## config.mk

```make
export PLATFORM = sky130hd
export DESIGN_NAME = w_bus_arbiter
export DESIGN_NICKNAME = d
export VERILOG_FILES = /design/src/rtl/w_bus_arbiter.sv
export SDC_FILE = /design/constraint.sdc
export NUM_CORES = 1
export LEC_CHECK = 0
export CAP_MARGIN = 40
export CELL_PAD_IN_SITES_DETAIL_PLACEMENT = 0
export CELL_PAD_IN_SITES_GLOBAL_PLACEMENT = 2
export CORE_AREA = 2 2 155 157
export CTS_BUF_LIST = sky130_fd_sc_hd__clkbuf_4
export CTS_CLUSTER_SIZE = 24
export DETAILED_ROUTE_END_ITERATION = 7
export DIE_AREA = 0 0 157 159
export DONT_BUFFER_PORTS = 1
export PLACE_DENSITY = 0.64
export SLEW_MARGIN = 0
export SYNTH_ARGS = -nofsm -noshare
export SYNTH_HDL_FRONTEND = slang
export SYNTH_SLANG_ARGS = --single-unit
```

## constraint.sdc

```tcl
create_clock -name clk -period 1.64 [get_ports clk]
set_input_delay 0.328 -clock clk [delete_from_list [all_inputs] [get_ports clk]]
set_output_delay 0.328 -clock clk [all_outputs]
set_load 0.1 [all_outputs]
```

## src/rtl/w_bus_arbiter.sv

```systemverilog
// w_bus_arbiter: round-robin arbiter sharing one W bus master port between
// up to four per-thread requesters. A request is granted in IDLE, runs its bus
// cycle in BUS (ack or timeout) and reports back with a one-cycle rsp_ack in RESP.
//
// Ports:
//   clk, rst        clock, synchronous active-high reset
//   req             per-requester request, held until its rsp_ack
//   req_write       per-requester direction (1 = write)
//   req_addr        packed per-requester address, requester i at [32i+31:32i]
//   req_data        packed per-requester write data, same packing
//   rsp_ack         one-cycle completion pulse to the granted requester
//   rsp_err         valid with rsp_ack, 1 = bus timeout
//   rsp_data        read data, valid with rsp_ack
//   W_ADDR          bus address
//   W_DATA_O        bus write data
//   W_WRITE         bus direction
//   W_STB           bus cycle active
//   W_ACK           bus acknowledge, sampled only while W_STB is high
//   W_DATA_I        bus read data, captured with W_ACK
module w_bus_arbiter #(
    parameter int unsigned N_REQ   = 4,
    parameter int unsigned TIMEOUT = 255
) (
    input  logic                  clk,
    input  logic                  rst,
    input  logic [N_REQ-1:0]      req,
    input  logic [N_REQ-1:0]      req_write,
    input  logic [32*N_REQ-1:0]   req_addr,
    input  logic [32*N_REQ-1:0]   req_data,
    output logic [N_REQ-1:0]      rsp_ack,
    output logic                  rsp_err,
    output logic [31:0]           rsp_data,
    output logic [31:0]           W_ADDR,
    output logic [31:0]           W_DATA_O,
    output logic                  W_WRITE,
    output logic                  W_STB,
    input  logic                  W_ACK,
    input  logic [31:0]           W_DATA_I
);

    localparam int unsigned DW = 32;
    localparam int unsigned GW = (N_REQ > 1) ? $clog2(N_REQ) : 1;
    localparam int unsigned CW = 8;

    localparam logic [1:0] S_IDLE = 2'd0;
    localparam logic [1:0] S_BUS  = 2'd1;
    localparam logic [1:0] S_RESP = 2'd2;

    localparam logic [GW-1:0] LAST_RST = GW'(N_REQ - 1);
    localparam logic [CW-1:0] CNT_LAST = CW'(TIMEOUT - 1);

    logic [1:0]       state_q, state_d;
    logic [GW-1:0]    grant_q, grant_d;
    logic [GW-1:0]    last_q, last_d;
    logic [CW-1:0]    cnt_q, cnt_d;
    logic [N_REQ-1:0] ack_q, ack_d;
    logic             err_q, err_d;
    logic [DW-1:0]    rdata_q, rdata_d;
    logic [DW-1:0]    addr_q, addr_d;
    logic [DW-1:0]    wdata_q, wdata_d;
    logic             write_q, write_d;
    logic             stb_q, stb_d;

    logic             pick_valid;
    logic [GW-1:0]    pick_idx;
    logic [GW-1:0]    scan_idx;
    logic [DW-1:0]    sel_addr;
    logic [DW-1:0]    sel_data;
    logic             sel_write;
    logic [N_REQ-1:0] grant_onehot;

    // Round-robin pick: first active request scanning upward from last_q+1.
    always_comb begin
        pick_valid = 1'b0;
        pick_idx   = '0;
        scan_idx   = '0;
        for (int unsigned k = 0; k < N_REQ; k++) begin
            scan_idx = GW'((32'(last_q) + 32'd1 + k) % N_REQ);
            if (!pick_valid && req[scan_idx]) begin
                pick_valid = 1'b1;
                pick_idx   = scan_idx;
            end
        end
    end

    // Select the picked requester's address, data and direction.
    always_comb begin
        sel_addr  = '0;
        sel_data  = '0;
        sel_write = 1'b0;
        for (int unsigned i = 0; i < N_REQ; i++) begin
            if (GW'(i) == pick_idx) begin
                sel_addr  = req_addr[i*DW +: DW];
                sel_data  = req_data[i*DW +: DW];
                sel_write = req_write[i];
            end
        end
    end

    // One-hot of the latched grant, used for the completion pulse.
    always_comb begin
        grant_onehot = '0;
        for (int unsigned i = 0; i < N_REQ; i++) begin
            grant_onehot[i] = (GW'(i) == grant_q);
        end
    end

    // Next-state and output logic.
    always_comb begin
        state_d = state_q;
        grant_d = grant_q;
        last_d  = last_q;
        cnt_d   = cnt_q;
        ack_d   = '0;
        err_d   = 1'b0;
        rdata_d = rdata_q;
        addr_d  = addr_q;
        wdata_d = wdata_q;
        write_d = write_q;
        stb_d   = stb_q;

        case (state_q)
            S_IDLE: begin
                if (pick_valid) begin
                    grant_d = pick_idx;
                    addr_d  = sel_addr;
                    wdata_d = sel_data;
                    write_d = sel_write;
                    stb_d   = 1'b1;
                    cnt_d   = '0;
                    state_d = S_BUS;
                end
            end
            S_BUS: begin
                if (W_ACK) begin
                    rdata_d = write_q ? '0 : W_DATA_I;
                    stb_d   = 1'b0;
                    ack_d   = grant_onehot;
                    err_d   = 1'b0;
                    last_d  = grant_q;
                    state_d = S_RESP;
                end else if (cnt_q == CNT_LAST) begin
                    // cnt_q counts completed BUS cycles, so W_STB has been high TIMEOUT cycles.
                    rdata_d = '0;
                    stb_d   = 1'b0;
                    ack_d   = grant_onehot;
                    err_d   = 1'b1;
                    last_d  = grant_q;
                    state_d = S_RESP;
                end else begin
                    cnt_d = cnt_q + CW'(1);
                end
            end
            S_RESP: begin
                state_d = S_IDLE;
            end
            default: begin
                state_d = S_IDLE;
            end
        endcase
    end

    // State and output registers.
    always_ff @(posedge clk) begin
        if (rst) begin
            state_q <= S_IDLE;
            grant_q <= '0;
            last_q  <= LAST_RST;
            cnt_q   <= '0;
            ack_q   <= '0;
            err_q   <= 1'b0;
            rdata_q <= '0;
            addr_q  <= '0;
            wdata_q <= '0;
            write_q <= 1'b0;
            stb_q   <= 1'b0;
        end else begin
            state_q <= state_d;
            grant_q <= grant_d;
            last_q  <= last_d;
            cnt_q   <= cnt_d;
            ack_q   <= ack_d;
            err_q   <= err_d;
            rdata_q <= rdata_d;
            addr_q  <= addr_d;
            wdata_q <= wdata_d;
            write_q <= write_d;
            stb_q   <= stb_d;
        end
    end

    assign rsp_ack  = ack_q;
    assign rsp_err  = err_q;
    assign rsp_data = rdata_q;
    assign W_ADDR   = addr_q;
    assign W_DATA_O = wdata_q;
    assign W_WRITE  = write_q;
    assign W_STB    = stb_q;

endmodule
```

==> results of run 1 <==
[through the flow]
step / power [mW] / TNS (ps) / cells / worst slack [ps]
finish: 10.45 / -10090 / 1243 / -227.4
floorplan: 6.476 / -4611 / 670 / -90.80
CTS: 10.31 / -9874 / 1222 / -219.6
global placement: 7.389 / -11380 / 1061 / -219.5
detailed placement: 7.435 / -13790 / 1061 / -265.0
global route: 10.89 / -15050 / 1243 / -299.8
[cell usage in the layout, fill, tap and decap left out, drive strengths merged, types with 2 or more instances in the layout]
master       Yosys  layout
a22oi           32      32
nor2            50      50
and3             2       2
dfxtp          117     117
nand2b           3       3
diode            0       2
nand2            6       6
clkbuf          55      24
clkinv           0       3
nor3b            3       3
xnor2            7       7
o31ai           65      65
o21ai            3       3
o21a             2       2
ha               2       2
a221o           65      65
nor4             2       2
buf             28     162
nor4b            2       2
inv              3      13
nand3            3       3
dlygate4sd3      0     134
a21oi           71      71
bufinv           0       2
a211oi           5       5
nor3             2       2
mux2i            2       2
mux2            65      65
nand4           66      66
[cell usage after synthesis (2+ instances only)]
| library cell | instances |
|---|---|
| a22oi_1 | 32 |
| mux2i_1 | 2 |
| o31ai_1 | 65 |
| nor4_1 | 2 |
| nor2_1 | 50 |
| o21a_1 | 2 |
| buf_6 | 5 |
| o21ai_1 | 2 |
| mux2_1 | 65 |
| nand2b_1 | 3 |
| nand4_1 | 66 |
| a21oi_1 | 71 |
| nor4b_1 | 2 |
| a221o_1 | 65 |
| clkbuf_1 | 55 |
| dfxtp_1 | 117 |
| and3_1 | 2 |
| a211oi_1 | 4 |
| ha_1 | 2 |
| buf_2 | 16 |
| inv_1 | 3 |
| buf_1 | 7 |
| nor3_1 | 2 |
| nor3b_1 | 3 |
| nand2_1 | 6 |
| nand3_1 | 3 |
| xnor2_1 | 7 |
[registers in the layout (all words and copies together) (netlist names)]
name,flops
cnt_q,8
W_STB,1
W_WRITE,1
last_q,2
grant_q,2
rsp_data,32
state_q,2
W_DATA_O,32
W_ADDR,32
rsp_err,1
rsp_ack,4
[where the power goes]
| part | switching, mW | leakage, nW | total (mW) | internal [mW] |
|---|---|---|---|---|
| registers | 0.147 | 0.959 | 3.28 | 3.14 |
| logic | 3.18 | 2.80 | 4.63 | 1.45 |
| clock network | 1.52 | 0.180 | 2.54 | 1.02 |
| total | 4.85 | 3.94 | 10.4 | 5.60 |
[worst max-delay path by stage]
stage | depth (start not counted) | endpoint | startpoint | slack, ps
3_5_place_dp | 6 | W_ADDR[1] | req[1] | -260
4_1_cts | 6 | W_ADDR[1] | last_q[0] | -220
2_1_floorplan | 7 | W_ADDR[0] | last_q[0] | -90
6_report | 6 | W_DATA_O[5] | last_q[0] | -230
5_1_grt | 6 | W_DATA_O[5] | last_q[0] | -300
3_3_place_gp | 6 | W_DATA_O[5] | req[1] | -220
[logic make-up after synthesis]
| kind of cell | synth area share, % |
|---|---|
| compound gates | 30.20 |
| xor+xnor | 0.9931 |
| fa+ha+maj | 0.4053 |
| buf+inv | 6.161 |
| flops | 37.94 |
| mux | 12.18 |
| simple gates | 12.12 |
[critical path, delay by kind of cell, from the launching register on]
| family | cells | cell delay, ps |
|---|---|---|
| flip-flops | 1 | 350 |
| buffers and inverters | 1 | 230 |
| AND/OR/NAND/NOR | 2 | 250 |
| multiplexers | 1 | 360 |
| AO/OA/AOI/OAI | 2 | 560 |
[layout make-up]
cell class / count / area [µm²]
sequential: 117 / 2347
fill: 2188 / 13370
clock inverter: 15 / 206.4
inverter: 3 / 11.26
tap: 319 / 399.1
antenna: 2 / 5.005
timing repair buffer: 303 / 3022
clock buffer: 17 / 127.6
multi-input combinational: 467 / 3700
[per-layer routing]
metal	vias to the layer above	GRT usage (%)	part of all wire [%]
li1	3150	-	-
met2	422	36.76	51
met5	-	0	0
met3	80	5.335	7.3
met4	0	7.548	3.3
met1	3450	23.70	38
[repair_timing]
item / in CTS / in global routing
pin swaps: 2 / 4
hold buffers: 127 / 8
hold endpoints to repair: 94 / 5
resized for setup: 8 / 43
buffers inserted: 2 / 2
setup endpoints to repair: 74 / 85
cloned: 0 / 10
==> results.sh, run 1 <==
export IMPL_crit_fanout=31
export IMPL_io_pins=402
export IMPL_worst_setup_path_end_kind="flop"
export IMPL_final_nets=1210
export IMPL_drc=0
export IMPL_design_core_area_um2=23190
export IMPL_gp_congestion=0.8445
export IMPL_grt_pass1_wl_um=40400
export IMPL_violations="negative setup slack"
export IMPL_syn_nets=971
export IMPL_first_pass_iters=5
export IMPL_syn_avg_cell_area_um2=9.214
export IMPL_startpoint_type="flop"
export IMPL_ys_seq_elements=117
export IMPL_gr_total_overflow=0
export IMPL_die_x_um=157
export IMPL_relSlewSlack_pct=45.35
export IMPL_reg2reg_to="W_DATA_O[5]"
export IMPL_leakage_nw=3.943
export IMPL_cts_root_buf="clkbuf_4"
export IMPL_crit_chain="nand2b_4, a21o_4, nand3_4, buf_12, mux2_1, a221o_1"
export IMPL_arrival_ps=2280
export IMPL_grt_max_degree=66
export IMPL_finClkSkew_ps=39.66
export IMPL_fmax_ghz=0.5355
export IMPL_whs_ps=63.53
export IMPL_crit_slowest_cell="mux2_1"
export IMPL_syn2layout_area_growth_pct=59.04
export IMPL_reg2regPathDepth=6
export IMPL_routedWlPerCell_um=23.14
export IMPL_rows=56
export IMPL_grt_pass1_vias=7119
export IMPL_cts_tree="built"
export IMPL_critical_path_required_ps=2060
export IMPL_setup_violations=65
export IMPL_start_util_pct=26.62
export IMPL_outcome="complete, but fails checks"
export IMPL_die_area_um2=24960
export IMPL_clock_sinks=117
export IMPL_synth_top_cell_by_area="dfxtp_1"
export IMPL_tightest_slew_ps=819.8
export IMPL_final_cell_area_um2=9818
export IMPL_power_density_nw_per_um2=1064
export IMPL_portBuffers=0
export IMPL_die_height_um=159
export IMPL_rsz0062_at_grt="true"
export IMPL_worstHoldStart="req_data[105]"
export IMPL_synth_cell_types=38
export IMPL_clk_latency_ps=540
export IMPL_track_usage_pct=20.70
export IMPL_layout_drive_gt1_share_pct=26.57
export IMPL_drv_slew=0
export IMPL_hold_viol=0
export IMPL_crit_type="flop to flop"
export IMPL_max_stage_delay_ps=360
export IMPL_ant_nets=0
export IMPL_maxCapViolations=0
export IMPL_synth_main_ff_cell="dfxtp_1"
export IMPL_synth_edf_count=0
export IMPL_min_period_ps=1867
export IMPL_hold_end="W_DATA_O[9]"
export IMPL_dp_hpwl_um=17820
export IMPL_fin_crit_sh_pct=113.9
export IMPL_hold_path_depth=2
export IMPL_vias=7102
export IMPL_worst_slack_ps=-227.4
export IMPL_htree_num_levels=4
export IMPL_hold_path_class="input port to flop"
export IMPL_place_area_um2=7669
export IMPL_drtIter0Drc=814
export IMPL_vias_per_cell=5.714
export IMPL_r2r_setup_slack_ps=-230
export IMPL_netlist_top_cells_area="dfxtp_1 (38%), mux2_1 (12%), a221o_1 (11%)"
export IMPL_r2r_start="last_q[0]"
export IMPL_syn_area_um2=6173
export IMPL_synth_seq_area_share_pct=37.94
export IMPL_cts_buffers=17
export IMPL_drt_wl_total_um=28770
export IMPL_clockBufferDepth=2
export IMPL_ys_warnings_count=0
export IMPL_post_route_util_pct=42.33
export IMPL_yosysTopAreaCellShare_pct=37.94
export IMPL_synth_cells=670
export IMPL_async_flop_share_pct=0
export IMPL_path_clk_slew_ps=130
export IMPL_antenna_found_initial=2
export IMPL_vdd_drop_max_v=0.0005793
(Power assumes the default switching activity.)
==> inputs of run 2 (changes only) <==
- ABC_AREA: default -> 1
- PLACE_DENSITY: 0.64 -> 0.74
==> run 2 against run 1 <==
The flow still finishes with violations (negative setup slack). First-iteration DRC count fell by 42%. Sequential share of layout area shrank 4.9 points. Hold slack worse by 30 ps. Clock skew decreased by 16 ps. Largest power group unchanged. Global-route usage grew 4.2 points.
==> results.sh, run 2 <==
export IMPL_crit_chain="buf_6, buf_4, nand2_1, nand2_1, nand2_1, nand2_2, nand3_2, nand2_2, nor2_4, nand2_4, buf_6, nor2_4, buf_6, buf_12, clkbuf_16, nand2_1, nand3_1, nand2_1, nand2_1"
export IMPL_crit_type="flop to flop"
export IMPL_layout_drive_gt1_share_pct=31.01
export IMPL_critical_path_required_ps=2130
export IMPL_drc=0
export IMPL_async_flop_share_pct=0
export IMPL_cpMostUsedCell="nand2_1"
export IMPL_grt_max_degree=39
export IMPL_cts_tree="built"
export IMPL_dp_hpwl_um=19910
export IMPL_crit_slowest_cell="dfxtp_4"
export IMPL_vdd_drop_max_v=0.0007139
export IMPL_io_pins=402
export IMPL_vias_per_cell=4.950
export IMPL_power_density_nw_per_um2=1446
export IMPL_violations="negative setup slack"
export IMPL_tightest_slew_ps=400.2
export IMPL_syn_avg_cell_area_um2=6.280
export IMPL_drt_wl_total_um=33640
export IMPL_gp_congestion=0.8627
export IMPL_synth_cells=1023
export IMPL_die_x_um=157
export IMPL_first_pass_iters=5
export IMPL_grt_pass1_wl_um=48240
export IMPL_hold_viol=0
export IMPL_cp_top_family="simple AND/OR/NAND/NOR gates"
export IMPL_cts_buffers=17
export IMPL_netlist_top_cells_area="dfxtp_1 (36%), nand2_1 (22%), nand3_1 (9.1%)"
export IMPL_syn2layout_area_growth_pct=93.46
export IMPL_clock_sinks=117
export IMPL_min_period_ps=2250
export IMPL_die_height_um=159
export IMPL_startpoint_type="flop"
export IMPL_synth_compound_area_share_pct=12.44
export IMPL_routed_wl_met2_um=16920
export IMPL_worst_slack_ps=-609.8
export IMPL_synth_main_ff_cell="dfxtp_1"
export IMPL_antenna_found_initial=3
export IMPL_final_nets=1736
export IMPL_ant_nets=0
export IMPL_die_area_um2=24960
export IMPL_fillers=2128
export IMPL_top_layer="met4"
export IMPL_gr_total_overflow=0
export IMPL_grt_pass1_vias=8804
export IMPL_outcome="complete, but fails checks"
export IMPL_fin_crit_sh_pct=137.2
export IMPL_clk_latency_ps=550
export IMPL_synth_top_cell_by_area="dfxtp_1"
export IMPL_yosys_area_share_simple_pct=39.44
export IMPL_yosys_top_cells_count="nand2_1 (384), dfxtp_1 (117), nand3_1 (117), inv_1 (77), o21ai_0 (76)"
export IMPL_vias=8762
export IMPL_design_core_area_um2=23190
export IMPL_synth_xor_area_share_pct=0.1363
export IMPL_setup_violations=77
export IMPL_synth_cell_types=31
export IMPL_leakage_nw=5.857
export IMPL_synthMuxAreaShare_pct=0
export IMPL_track_usage_pct=24.95
export IMPL_yosysTopAreaCellShare_pct=36.46
export IMPL_ys_warnings_count=0
export IMPL_clockBufferDepth=2
export IMPL_hold_path_class="input port to flop"
export IMPL_finClkSkew_ps=24.10
export IMPL_ys_seq_elements=117
export IMPL_synth_top_family_by_area="simple AND/OR/NAND/NOR gates"
export IMPL_syn_nets=1324
export IMPL_fmax_ghz=0.4445
export IMPL_layout_common_cells="nand2_1 (310), dlygate4sd3_1 (228), buf_4 (153)"
export IMPL_start_util_pct=27.70
export IMPL_route_met3_wl_um=2792
export IMPL_max_stage_delay_ps=410
export IMPL_maxCapViolations=0
export IMPL_relSlewSlack_pct=73.22
export IMPL_layout_commonest_cell="nand2_1"
export IMPL_crit_buf_inv=6
export IMPL_synth_edf_count=0
export IMPL_worst_setup_path_end_kind="flop"
export IMPL_cts_root_buf="clkbuf_4"
export IMPL_htree_num_levels=4
export IMPL_portBuffers=0
export IMPL_rows=56
export IMPL_crit_fanout=7
export IMPL_arrival_ps=2740
export IMPL_post_route_util_pct=53.59
export IMPL_yosysMostFrequentCell="nand2_1"
export IMPL_path_clk_slew_ps=120
export IMPL_routedWlPerCell_um=19.00
export IMPL_drt_met1_wl_um=12880
export IMPL_synth_seq_area_share_pct=36.46
export IMPL_drv_slew=0
export IMPL_rsz0062_at_grt="true"
export IMPL_syn_area_um2=6425
export IMPL_synth_fa_ha_area_share_pct=0.3895
export IMPL_setup_tns_ps=-38500
export IMPL_whs_ps=33.62
export IMPL_drtIter0Drc=471
[run 2: area by class of cell]
| type | instances | area, µm² | area share (%) |
|---|---|---|---|
| inverter | 87 | 359.1 | 2.889 |
| multi-input combinational | 750 | 4118 | 33.13 |
| sequential | 117 | 2357 | 18.97 |
| timing repair buffer | 462 | 4916 | 39.55 |
| tap | 319 | 399.1 | 3.211 |
| clock buffer | 17 | 127.6 | 1.027 |
| antenna | 3 | 7.507 | 0.06040 |
| clock inverter | 15 | 145.1 | 1.168 |
[run 2: cells by family (layout without fill, tap and decap cells)]
group	count (synthesis)	count (layout)
AOI/OAI and AO/OA	157	157
xor gates and xnor gates	1	1
adders and majority gates	2	2
buffers and inverters	159	581
DFF	117	117
other	0	3
and+or+nand+nor	587	590
[run 2: where the power goes]
part	internal [mW]	switching (mW)	leakage, nW
clock	0.790	1.38	0.141
combinational	4.17	8.02	4.75
sequential	3.40	0.223	0.961
[run 2: what timing repair did]
action / in CTS / in global routing
endpoints found under the hold margin: 104 / 0
buffers inserted: 29 / 9
hold buffers: 229 / 0
resized for setup: 121 / 141
pin swaps: 33 / 56
cloned: 21 / 6
endpoints found under the setup margin: 95 / 111
[run 2: through the flow]
| stage | setup slack, ps | power [mW] | cells | cell area (µm²) |
|---|---|---|---|---|
| 2_1_floorplan | -160.7 | 10.45 | 1023 | 6606 |
| 3_3_place_gp | -614.2 | 12.69 | 1446 | 8059 |
| 3_5_place_dp | -650.1 | 12.70 | 1446 | 8059 |
| 4_1_cts | -549.4 | 17.23 | 1755 | 11810 |
| 5_1_grt | -696.6 | 18.81 | 1770 | 12430 |
| 6_report | -609.8 | 17.97 | 1770 | 12430 |
[run 2: path summary, 6_finish.rpt]
| kind | from | endpoint | slack (ps) | cells past startpoint |
|---|---|---|---|---|
| setup / recovery | last_q[0] | W_ADDR[7] | -610 | 19 |
| hold / removal | req_data[76] | W_DATA_O[12] | 30 | 4 |
| setup reg to reg | last_q[0] | W_ADDR[7] | -610 | 19 |
| hold reg to reg | W_DATA_O[3] | W_DATA_O[3] | 460 | 2 |
[run 2: layer usage]
layer | vias to the layer above | GRT usage (%)
li1 | 4174 | -
met1 | 4057 | 28.56
met2 | 454 | 44.18
met3 | 77 | 6.777
met4 | 0 | 8.841
met5 | - | 0
[run 2: tightest hold or removal path: stages]
cell and delay [ps]:
o21ai_1 60, nand3_2 60, nand2_1 40, nand2_1 50
==> inputs of run 3 (changes only) <==
- CORE_AREA: 2 2 155 157 -> default
- CORE_ASPECT_RATIO: default -> 0.75
- CORE_UTILIZATION: default -> 28
- DIE_AREA: 0 0 157 159 -> default
- PLACE_DENSITY: 0.74 -> 0.75
==> run 3 against run 2 <==
The flow still finishes with violations (negative setup slack). Hold slack better by 3.3 ps. Largest power group unchanged. Sequential share of layout area up 0.59 points. Total power down 5.4%. Largest cell class unchanged. Core utilization up 0.45 points. Cell area down 3.1%. Via count down 2.4%. First-iteration DRC count unchanged. Worst setup slack better by 140 ps. Cell count down 2.5%.
==> results.sh, run 3 (synthesized netlist as in run 2, its figures left out) <==
export IMPL_outcome="complete, but fails checks"
export IMPL_violations="negative setup slack"
export IMPL_grt_max_degree=38
export IMPL_tightest_slew_ps=361.5
export IMPL_first_pass_iters=5
export IMPL_worst_slack_ps=-469.1
export IMPL_cts_buffers=17
export IMPL_worst_setup_path_end_kind="flop"
export IMPL_portBuffers=0
export IMPL_grt_pass1_vias=8287
export IMPL_fin_crit_sh_pct=128.6
export IMPL_startpoint_type="flop"
export IMPL_layout_drive_gt1_share_pct=29.88
export IMPL_htree_num_levels=4
export IMPL_min_period_ps=2109
export IMPL_die_height_um=133.2
export IMPL_design_core_area_um2=22290
export IMPL_syn2layout_area_growth_pct=87.48
export IMPL_max_stage_delay_ps=420
export IMPL_relSlewSlack_pct=75.84
export IMPL_layout_commonest_cell="nand2_1"
export IMPL_io_pins=402
export IMPL_place_inst=1411
export IMPL_vias=8554
export IMPL_die_area_um2=23560
export IMPL_post_route_util_pct=54.04
export IMPL_fin_cells=1725
export IMPL_antenna_found_initial=3
export IMPL_final_nets=1717
export IMPL_grt_pass1_wl_um=45150
export IMPL_whs_ps=36.93
export IMPL_hold_path_class="input port to flop"
export IMPL_cts_tree="built"
export IMPL_fmax_ghz=0.4741
export IMPL_drv_slew=0
export IMPL_finClkSkew_ps=28.21
export IMPL_clockBufferDepth=2
export IMPL_ff_latch_area_um2=2356
export IMPL_crit_buf_inv=7
export IMPL_setup_violations=77
export IMPL_drtIter0Drc=471
export IMPL_maxCapViolations=0
export IMPL_gr_total_overflow=0
export IMPL_power_density_nw_per_um2=1411
export IMPL_leakage_nw=5.575
export IMPL_gp_congestion=0.8144
export IMPL_multiInputGateArea_um2=4078
export IMPL_fillers=2039
export IMPL_rsz0062_at_grt="true"
export IMPL_crit_slowest_cell="dfxtp_4"
export IMPL_cp_top_family="buffers and inverters"
export IMPL_p_total_mw=17.00
export IMPL_drc=0
export IMPL_dp_hpwl_um=19640
export IMPL_clk_latency_ps=540
export IMPL_crit_chain="buf_6, nand2_4, nand2_4, nand2_4, buf_4, nand2_1, nand2_2, inv_2, nand2_2, buf_4, nor2_4, buf_12, buf_12, clkbuf_16, nand2_1, nand3_1, nand2_1, nand2_1"
export IMPL_cpMostUsedCell="nand2_1"
export IMPL_arrival_ps=2600
export IMPL_die_x_um=176.9
export IMPL_drt_wl_total_um=31960
export IMPL_crit_type="flop to flop"
export IMPL_critical_path_required_ps=2140
export IMPL_routedWlPerCell_um=18.53
export IMPL_ant_nets=0
export IMPL_rows=47
export IMPL_crit_fanout=8
export IMPL_vias_per_cell=4.959
export IMPL_track_usage_pct=25.02
export IMPL_layout_common_cells="nand2_1 (333), dlygate4sd3_1 (231), buf_4 (142)"
export IMPL_path_clk_slew_ps=130
export IMPL_clock_sinks=117
export IMPL_start_util_pct=28.83
export IMPL_cts_root_buf="clkbuf_4"
export IMPL_r2r_setup_slack_ps=-470
export IMPL_hold_viol=0
export IMPL_vdd_drop_max_v=0.0006242
[run 3: cell count changes in the layout (fill, tap and decap cells not counted), moves of 12 or more]
| cell | change |
|---|---|
| o21ai_2 | +25 |
| o21ai_0 | -12 |
| nand2_1 | +23 |
| nand3_1 | +16 |
| o21ai_1 | -14 |
| nand2_2 | -16 |
| nand3_2 | -14 |
| a21oi_1 | -12 |
[run 3: final cells by class]
type / instances / share of cell area (%)
Timing Repair Buffer: 445 / 38.52
Multi-Input combinational cell: 748 / 33.85
Sequential cell: 117 / 19.56
Tap cell: 294 / 3.054
Inverter: 87 / 2.981
Clock buffer: 18 / 1.122
Clock inverter: 14 / 0.8725
Antenna cell: 2 / 0.04155
[run 3: worst reg2reg max path: cells and delay by family (launching register included)]
kind | cells | cell delay [ps]
and+or+nand+nor | 11 | 810
buffers and inverters | 7 | 860
DFF | 1 | 420
[run 3: metal layers]
layer  wire, µm  vias up  part of all wire (%)  GRT usage [%]
met4        823        0                   2.6          9.195
met2      15200      398                    48          42.33
met1      13180     3961                    41          29.64
li1           -     4135                     -              -
met3       2764       60                   8.6          7.677
met5          0        -                     0              0
[run 3: metrics by stage]
| step | cell area (µm²) | setup TNS [ps] | worst slack (ps) |
|---|---|---|---|
| after CTS | 11320 | -26640 | -403.6 |
| after detailed placement | 7965 | -36030 | -601.5 |
| after global routing | 12050 | -40040 | -602.4 |
| after floorplan | 6606 | -9964 | -160.7 |
| final | 12050 | -28780 | -469.1 |
| after global placement | 7965 | -33590 | -551.8 |
[run 3: final timing paths]
path,start,to,cells after the start
worst max register to register,last_q[0],W_ADDR[3],18
worst max-delay path,last_q[0],W_ADDR[3],18
worst min register to register,grant_q[1],rsp_ack[0],1
worst min-delay path,req_data[23],W_DATA_O[23],4
[run 3: repair_timing]
| action | 4_1_cts | 5_1_grt |
|---|---|---|
| hold endpoints to repair | 103 | 2 |
| cloned | 7 | 9 |
| hold buffers | 228 | 4 |
| buffers inserted | 30 | 9 |
| resized for setup | 124 | 146 |
| pin swaps | 43 | 33 |
| endpoints found under the setup margin | 78 | 117 |
[run 3: power breakdown]
part	switching (mW)	internal, mW	leakage, nW
Sequential	0.226	3.39	0.961
Combinational	7.68	3.75	4.49
Clock	1.32	0.628	0.128
